## src/rtl/clock_time_core.sv

```systemverilog
`timescale 1ns/1ps
// Purpose: 24-hour BCD timekeeping with a 1 Hz tick synchroniser/edge detector and a RUN/SET_HOUR/SET_MIN adjust FSM.
// Latency: a rising sec_in sampled at edge E0 updates sec_bcd and pulses sec_tick at edge E2; key pulses act on the edge that samples them.
// Backpressure: none; ticks arriving outside RUN are discarded, and key_inc is dropped when key_mode arrives in the same cycle.
module clock_time_core #(
    parameter logic [7:0] INIT_HOUR = 8'h00,
    parameter logic [7:0] INIT_MIN  = 8'h00
) (
    input  logic       clk_in_50M,
    input  logic       rst_n,
    input  logic       sec_in,
    input  logic       key_mode,
    input  logic       key_inc,
    output logic [7:0] sec_bcd,
    output logic [7:0] min_bcd,
    output logic [7:0] hour_bcd,
    output logic [1:0] mode,
    output logic       sec_tick,
    output logic       day_tick
);

    typedef enum logic [1:0] {
        RUN      = 2'b00,
        SET_HOUR = 2'b01,
        SET_MIN  = 2'b10
    } mode_e;

    mode_e      mode_q, mode_d;
    logic       s1_q, s1_d;
    logic       s2_q, s2_d;
    logic       s3_q, s3_d;
    logic [7:0] sec_q, sec_d;
    logic [7:0] min_q, min_d;
    logic [7:0] hour_q, hour_d;
    logic       sec_tick_q, sec_tick_d;
    logic       day_tick_q, day_tick_d;
    logic       tick;

    // BCD increment that wraps to 00 once the field reaches its top value.
    function automatic logic [7:0] bcd_inc(input logic [7:0] v, input logic [7:0] top);
        logic [7:0] r;
        if (v == top) begin
            r = 8'h00;
        end else if (v[3:0] == 4'd9) begin
            r = {v[7:4] + 4'd1, 4'd0};
        end else begin
            r = {v[7:4], v[3:0] + 4'd1};
        end
        return r;
    endfunction

    // Rising edge of the synchronised seconds signal; s3 is the previous s2.
    assign tick = s2_q & ~s3_q;

    // Synchroniser chain: s1 is the metastability stage, s2 the clean copy, s3 the edge reference.
    always_comb begin
        s1_d = sec_in;
        s2_d = s1_q;
        s3_d = s2_q;
    end

    // Next-state for the time fields, the mode FSM and the tick outputs.
    always_comb begin
        mode_d     = mode_q;
        sec_d      = sec_q;
        min_d      = min_q;
        hour_d     = hour_q;
        sec_tick_d = 1'b0;
        day_tick_d = 1'b0;
        case (mode_q)
            RUN: begin
                // A tick is counted even when key_mode leaves RUN on the same edge.
                if (tick) begin
                    sec_tick_d = 1'b1;
                    sec_d      = bcd_inc(sec_q, 8'h59);
                    if (sec_q == 8'h59) begin
                        min_d = bcd_inc(min_q, 8'h59);
                        if (min_q == 8'h59) begin
                            hour_d     = bcd_inc(hour_q, 8'h23);
                            day_tick_d = (hour_q == 8'h23);
                        end
                    end
                end
                if (key_mode) begin
                    mode_d = SET_HOUR;
                end
            end
            SET_HOUR: begin
                if (key_mode) begin
                    mode_d = SET_MIN;
                end else if (key_inc) begin
                    hour_d = bcd_inc(hour_q, 8'h23);
                end
            end
            SET_MIN: begin
                // Leaving the set sequence restarts the minute at :00.
                if (key_mode) begin
                    mode_d = RUN;
                    sec_d  = 8'h00;
                end else if (key_inc) begin
                    min_d = bcd_inc(min_q, 8'h59);
                end
            end
            default: begin
                mode_d = RUN;
            end
        endcase
    end

    // State registers, all cleared asynchronously so a pending sync edge is discarded on reset.
    always_ff @(posedge clk_in_50M or negedge rst_n) begin
        if (!rst_n) begin
            s1_q       <= 1'b0;
            s2_q       <= 1'b0;
            s3_q       <= 1'b0;
            mode_q     <= RUN;
            sec_q      <= 8'h00;
            min_q      <= INIT_MIN;
            hour_q     <= INIT_HOUR;
            sec_tick_q <= 1'b0;
            day_tick_q <= 1'b0;
        end else begin
            s1_q       <= s1_d;
            s2_q       <= s2_d;
            s3_q       <= s3_d;
            mode_q     <= mode_d;
            sec_q      <= sec_d;
            min_q      <= min_d;
            hour_q     <= hour_d;
            sec_tick_q <= sec_tick_d;
            day_tick_q <= day_tick_d;
        end
    end

    assign sec_bcd  = sec_q;
    assign min_bcd  = min_q;
    assign hour_bcd = hour_q;
    assign mode     = mode_q;
    assign sec_tick = sec_tick_q;
    assign day_tick = day_tick_q;

endmodule

```

## config.mk

```make
export PLATFORM = sky130hd
export DESIGN_NAME = clock_time_core
export DESIGN_NICKNAME = d
export VERILOG_FILES = /design/src/rtl/clock_time_core.sv
export SDC_FILE = /design/constraint.sdc
export NUM_CORES = 1
export LEC_CHECK = 0
export BUFFER_PORTS_ARGS = -buffer_cell sky130_fd_sc_hd__buf_4
export CORE_ASPECT_RATIO = 1.2
export CORE_MARGIN = 2
export CORE_UTILIZATION = 49
export DETAILED_ROUTE_END_ITERATION = 16
export PLACE_DENSITY_LB_ADDON = 0.12
export SETUP_SLACK_MARGIN = 0.15
export SYNTH_ARGS = -nofsm -noshare
export SYNTH_HDL_FRONTEND = slang
export SYNTH_SLANG_ARGS = --single-unit
```

## constraint.sdc

```tcl
create_clock -name clk_in_50M -period 2.1 [get_ports clk_in_50M]
set_clock_uncertainty 0.05 [all_clocks]
set_input_delay 0.42 -clock clk_in_50M [delete_from_list [all_inputs] [get_ports clk_in_50M]]
set_output_delay 0.42 -clock clk_in_50M [all_outputs]
set_load 0.02 [all_outputs]
```

### After elaboration in Yosys (flattened, before gate mapping)

Index checks and enable logic that the tools add are counted.

* flip-flop bits (word level): 31
* latch bits: 0
* bits in writable memories: 0
* ROM bits: 0
* bits of input ports: 5
* output and inout port bits: 28
* word-level logic and storage cells: 75
* memories: 0

* $add $sub $neg: 6
* multiply operators: 0
* divide/modulo/power cells: 0
* $lt $le $gt $ge: 0
* equal/unequal tests: 19
* shifts and indexed selects: 0
* muxes and demuxes: 30
* bitwise operators: 2
* reductions and logical operators: 8

Operator list (count)
* 2-to-1 mux 8 bit: 17
* case mux 8 bit (2 select lines): 3
* adder 4 x 1 -> 4 bit (second input constant): 6
* != test 2 bit (second input constant): 10
* == test 8 x 7 -> 1 bit (second input constant): 2
* == test 4 bit (second input constant): 3
* == test 8 x 6 -> 1 bit (second input constant): 1
* 2-to-1 mux 1 bit: 6
* 2-to-1 mux 2 bit: 3
* case mux 2 bit (3 select lines): 1
* AND reduction 3 bit: 2
* AND reduction 6 bit: 1
* AND reduction 5 bit: 1
* AND reduction 4 bit: 1
* nonzero test 2 bit: 2
* != test 3 bit (second input constant): 1
* == test 2 x 1 -> 1 bit (second input constant): 1
* == test 2 bit (second input constant): 1
* logical NOT 2 bit: 1
* bitwise AND 1 bit: 1
* inverter 1 bit: 1

### Depth between registers and ports, before layout

* depth in word-level cells: 7
* mapped depth: 8
* depth with buffers taken out: 7

### Least setup slack after synthesis

Ideal clock, no wire load.

* path kind: register to register
* from: register mode_q[1] (netlist: mode[1])
* to: register min_q[7] (netlist: min_bcd[7])
* setup time: 66 ps
* arrival: 2150 ps
* data required time: 1984 ps
* path slack: -166 ps
* stages on the path, launching flop included: 7
* buffers on the path: 1
* period minus slack after synthesis: 2266 ps
* path through: dfrtp_1 -> or3b_4 -> o31a_1 -> or3b_1 -> clkbuf_2 -> or4_1 -> nand2_1

* word-level cells in the longest chain between the ends: 3
* elaborated cells on any way between the ends: 9
* classes of those cells: eq/ne: 5; mux: 1; reduce/logical: 3

RTL lines
* start: declaration: RTL line 28 `mode_e mode_q, mode_d;`
* start signal: assignment: RTL line 126 `mode_q <= mode_d;`
* == test 2 bit or logical NOT 2 bit (tied branches): RTL line 70 `case (mode_q)`
* != test 2 bit (no line) or nonzero test 2 bit (tied branches)
* AND reduction 5 bit (no line)
* end signal: assignment: RTL line 128 `min_q <= min_d;`
* end: declaration: RTL line 33 `logic [7:0] min_q, min_d;`

Several ways; a longest one is shown, not always the timed one.
A chain may end at the register's enable or synchronous reset.

### Worst setup path in the final report

Ends and elaborated chain as after synthesis.

==> reports/metrics.cfg <==
[cts]
clk_pin_slew_ns=0.06
cts_max_level=2
cts.sinks=31
clock_latency_ns=0.28
clk_path_buf_depth=2
cts_inserted_buffers=5
root_buffer=clkbuf_8
holdBufCountCts=0
cts_tree=built

[timing]
max_slew_margin_pct=74.06
rsz0062_at_grt=true
finalHoldViolCount=0
min_period_ns=2.072
setup_viol=0
period_share_pct=98.64
worst_pin_slew_ns=0.3891
fmax_ghz=0.4827
worst_hold_slack_ns=0.01730
drv_slew=0
tns_ns=0

[worst_hold_path]
min_path_type=input pin to asynchronous set/reset pin

[power_and_ir_drop]
power.switching_fraction_pct=40.62
comb_power_share_pct=48.0
seq_power_share_pct=34.6
p_clk_share_pct=17.4
p_switching_uw=1196
p_per_area_mw_per_mm2=1326
p_int_uw=1748
power.leakage_uw=0.001035
ir_drop_uv=982.2

[synthesis]
synth_area_leader_cell=dfrtp_1
synth_ff_type=dfrtp_1
synth_top_area_share_pct=46.76
synth_common_cells=dfrtp_1 (31), o21ai_0 (14), nand2_1 (13)
ys_top_cells_by_area=dfrtp_1 (47%), ha_1 (9.0%), o21ai_0 (4.2%), nand2_1 (2.9%), nor2_1 (2.7%)
ys_warn_count=0
netlist_area_sq_mm=0.001659
syn_avg_cell_area_sq_um=9.935
syn_inst=167
synth_seq_area_share_pct=46.76
synth.most_common_cell=dfrtp_1
synth_edf_count=0
synthesis.nets=184
yosys_register_bits=31
async_flop_share_pct=100.0
synth_cell_types=41

[setup_path]
worstPathArrival_ns=2.24
start_kind=flip-flop
crit_required_ns=2.27
crit_type=flip-flop to flip-flop
end_kind=flip-flop
cp_max_fo=4

[floorplan]
io_pins=33
rows=23
die_y_um=67.74
core_region_area_sq_mm=0.003281
floorplan.initialDensity_pct=50.57
dieWidth_um=57.12
die-area_sq_mm=0.003869

[routing]
viasPerCell=5.570
detail_route.wl_per_cell_um=13.74
wl_met2_mm=1.831
drc=0
via_count=1437
wl_met1_mm=1.515
top_layer_used=met4
drtIter0Drc=81
dr_wl_met3_um=161
ant_nets=0
totalWireLength_mm=3.544
dr.pass1.iters=4

[placement]
place.gp.congestion=0.7533
dp.cells=246
dpl.hpwl_mm=2.603
numPortBuffers=32

[cells_and_area]
drive_gt1_share_pct=34.39
antenna_cells=0
area_growth_syn_to_layout_pct=33.86
multi_input_area_sq_um=895.9
fillers=256
ff_latch_area_sq_um=777.0
layoutNonFillerInstCount=258
nets=237

[grt]
grt_max_degree=32
grt_overflow_total=0
antenna_found_initial=0
grt_pass1_wl_mm=6.016
grt_usage_pct=20.25
first_global_vias=1380

[run]
drv_cap=0

[outcome]
outcome=completed

[layer usage]
| metal | vias up | global-route usage, % |
|---|---|---|
| li1 | 700 | - |
| met1 | 698 | 23.72 |
| met2 | 35 | 35.63 |
| met3 | 4 | 5.364 |
| met4 | 0 | 7.558 |
| met5 | - | 0 |
[final timing paths]
path                            startpoint          to  slack, ns  depth (start not counted)
worst max-delay path               mode[1]  min_bcd[7]       0.03                          5
worst min-delay path                 rst_n  sec_bcd[1]       0.02                          1
worst max register to register     mode[1]  min_bcd[7]       0.03                          5
worst min register to register        s1_q        s2_q       0.32                          0
max in group asynchronous            rst_n     mode[1]       1.68                          1
min in group clk_in_50M             sec_in        s1_q       0.20                          1
[placed cells by master (no fill, tap or decap), drive strengths merged, types with 5 or more instances in the layout]
cell type,instances
a21oi,5
and3b,5
buf,48
clkbuf,8
dfrtp,31
ha,12
inv,11
nand2,13
nand3,8
nor2,12
o21ai,14
[cells by family (layout without fill, tap and decap cells)]
family	Yosys count	count (layout)	share of synthesized area [%]
AOI/OAI and AO/OA	36	36	13.88
DFF	31	31	46.76
muxes	4	4	2.639
buffers and inverters	13	67	3.016
xor gates and xnor gates	4	4	2.112
and+or+nand+nor	67	67	22.55
adders and majority gates	12	12	9.050
[worst max-delay path, stage by stage (launching register included)]
cell and delay, ns:
dfrtp_2 0.40, or3b_4 0.40, o31a_1 0.27, or3b_4 0.41, or4_4 0.42, nand2_1 0.08
[per-stage QoR]
step	util (%)	power (uW)	setup WS (ns)	area [sq um]
finish	67.70	2944	0.02849	2221
floorplan	-	1769	-0.1229	1667
global placement	62.01	2322	0.07761	2034
detailed placement	62.01	2382	0.004393	2034
global route	67.70	3168	-0.03873	2221
CTS	65.98	2931	0.04030	2165
[layout make-up]
| cell class | instances | share of cell area [%] |
|---|---|---|
| Multi-Input combinational cell | 123 | 40.34 |
| Sequential cell | 31 | 34.99 |
| Timing Repair Buffer | 48 | 16.23 |
| Clock buffer | 8 | 4.507 |
| Tap cell | 37 | 2.085 |
| Inverter | 11 | 1.859 |
[power by group through the flow]
stage | clock (uW) | sequential [uW] | combinational, uW
3_3_place_gp | 0 | 1010 | 1310
3_5_place_dp | 0 | 1030 | 1360
2_1_floorplan | 0 | 1260 | 510
4_1_cts | 523 | 1020 | 1390
5_1_grt | 549 | 1060 | 1560
6_report | 511 | 1020 | 1410
[registers in the layout, indices dropped and copies added (netlist names)]
| register | flops |
|---|---|
| s1_q | 1 |
| hour_bcd | 8 |
| sec_tick | 1 |
| s3_q | 1 |
| min_bcd | 8 |
| sec_bcd | 8 |
| mode | 2 |
| s2_q | 1 |
| day_tick | 1 |
[repair_timing]
item                       in CTS  in global routing
pin swaps                       0                  1
setup endpoints to repair       5                 14
gates resized for setup         5                 12
buffers inserted                2                  2
Power figures use the tool's default switching activity.
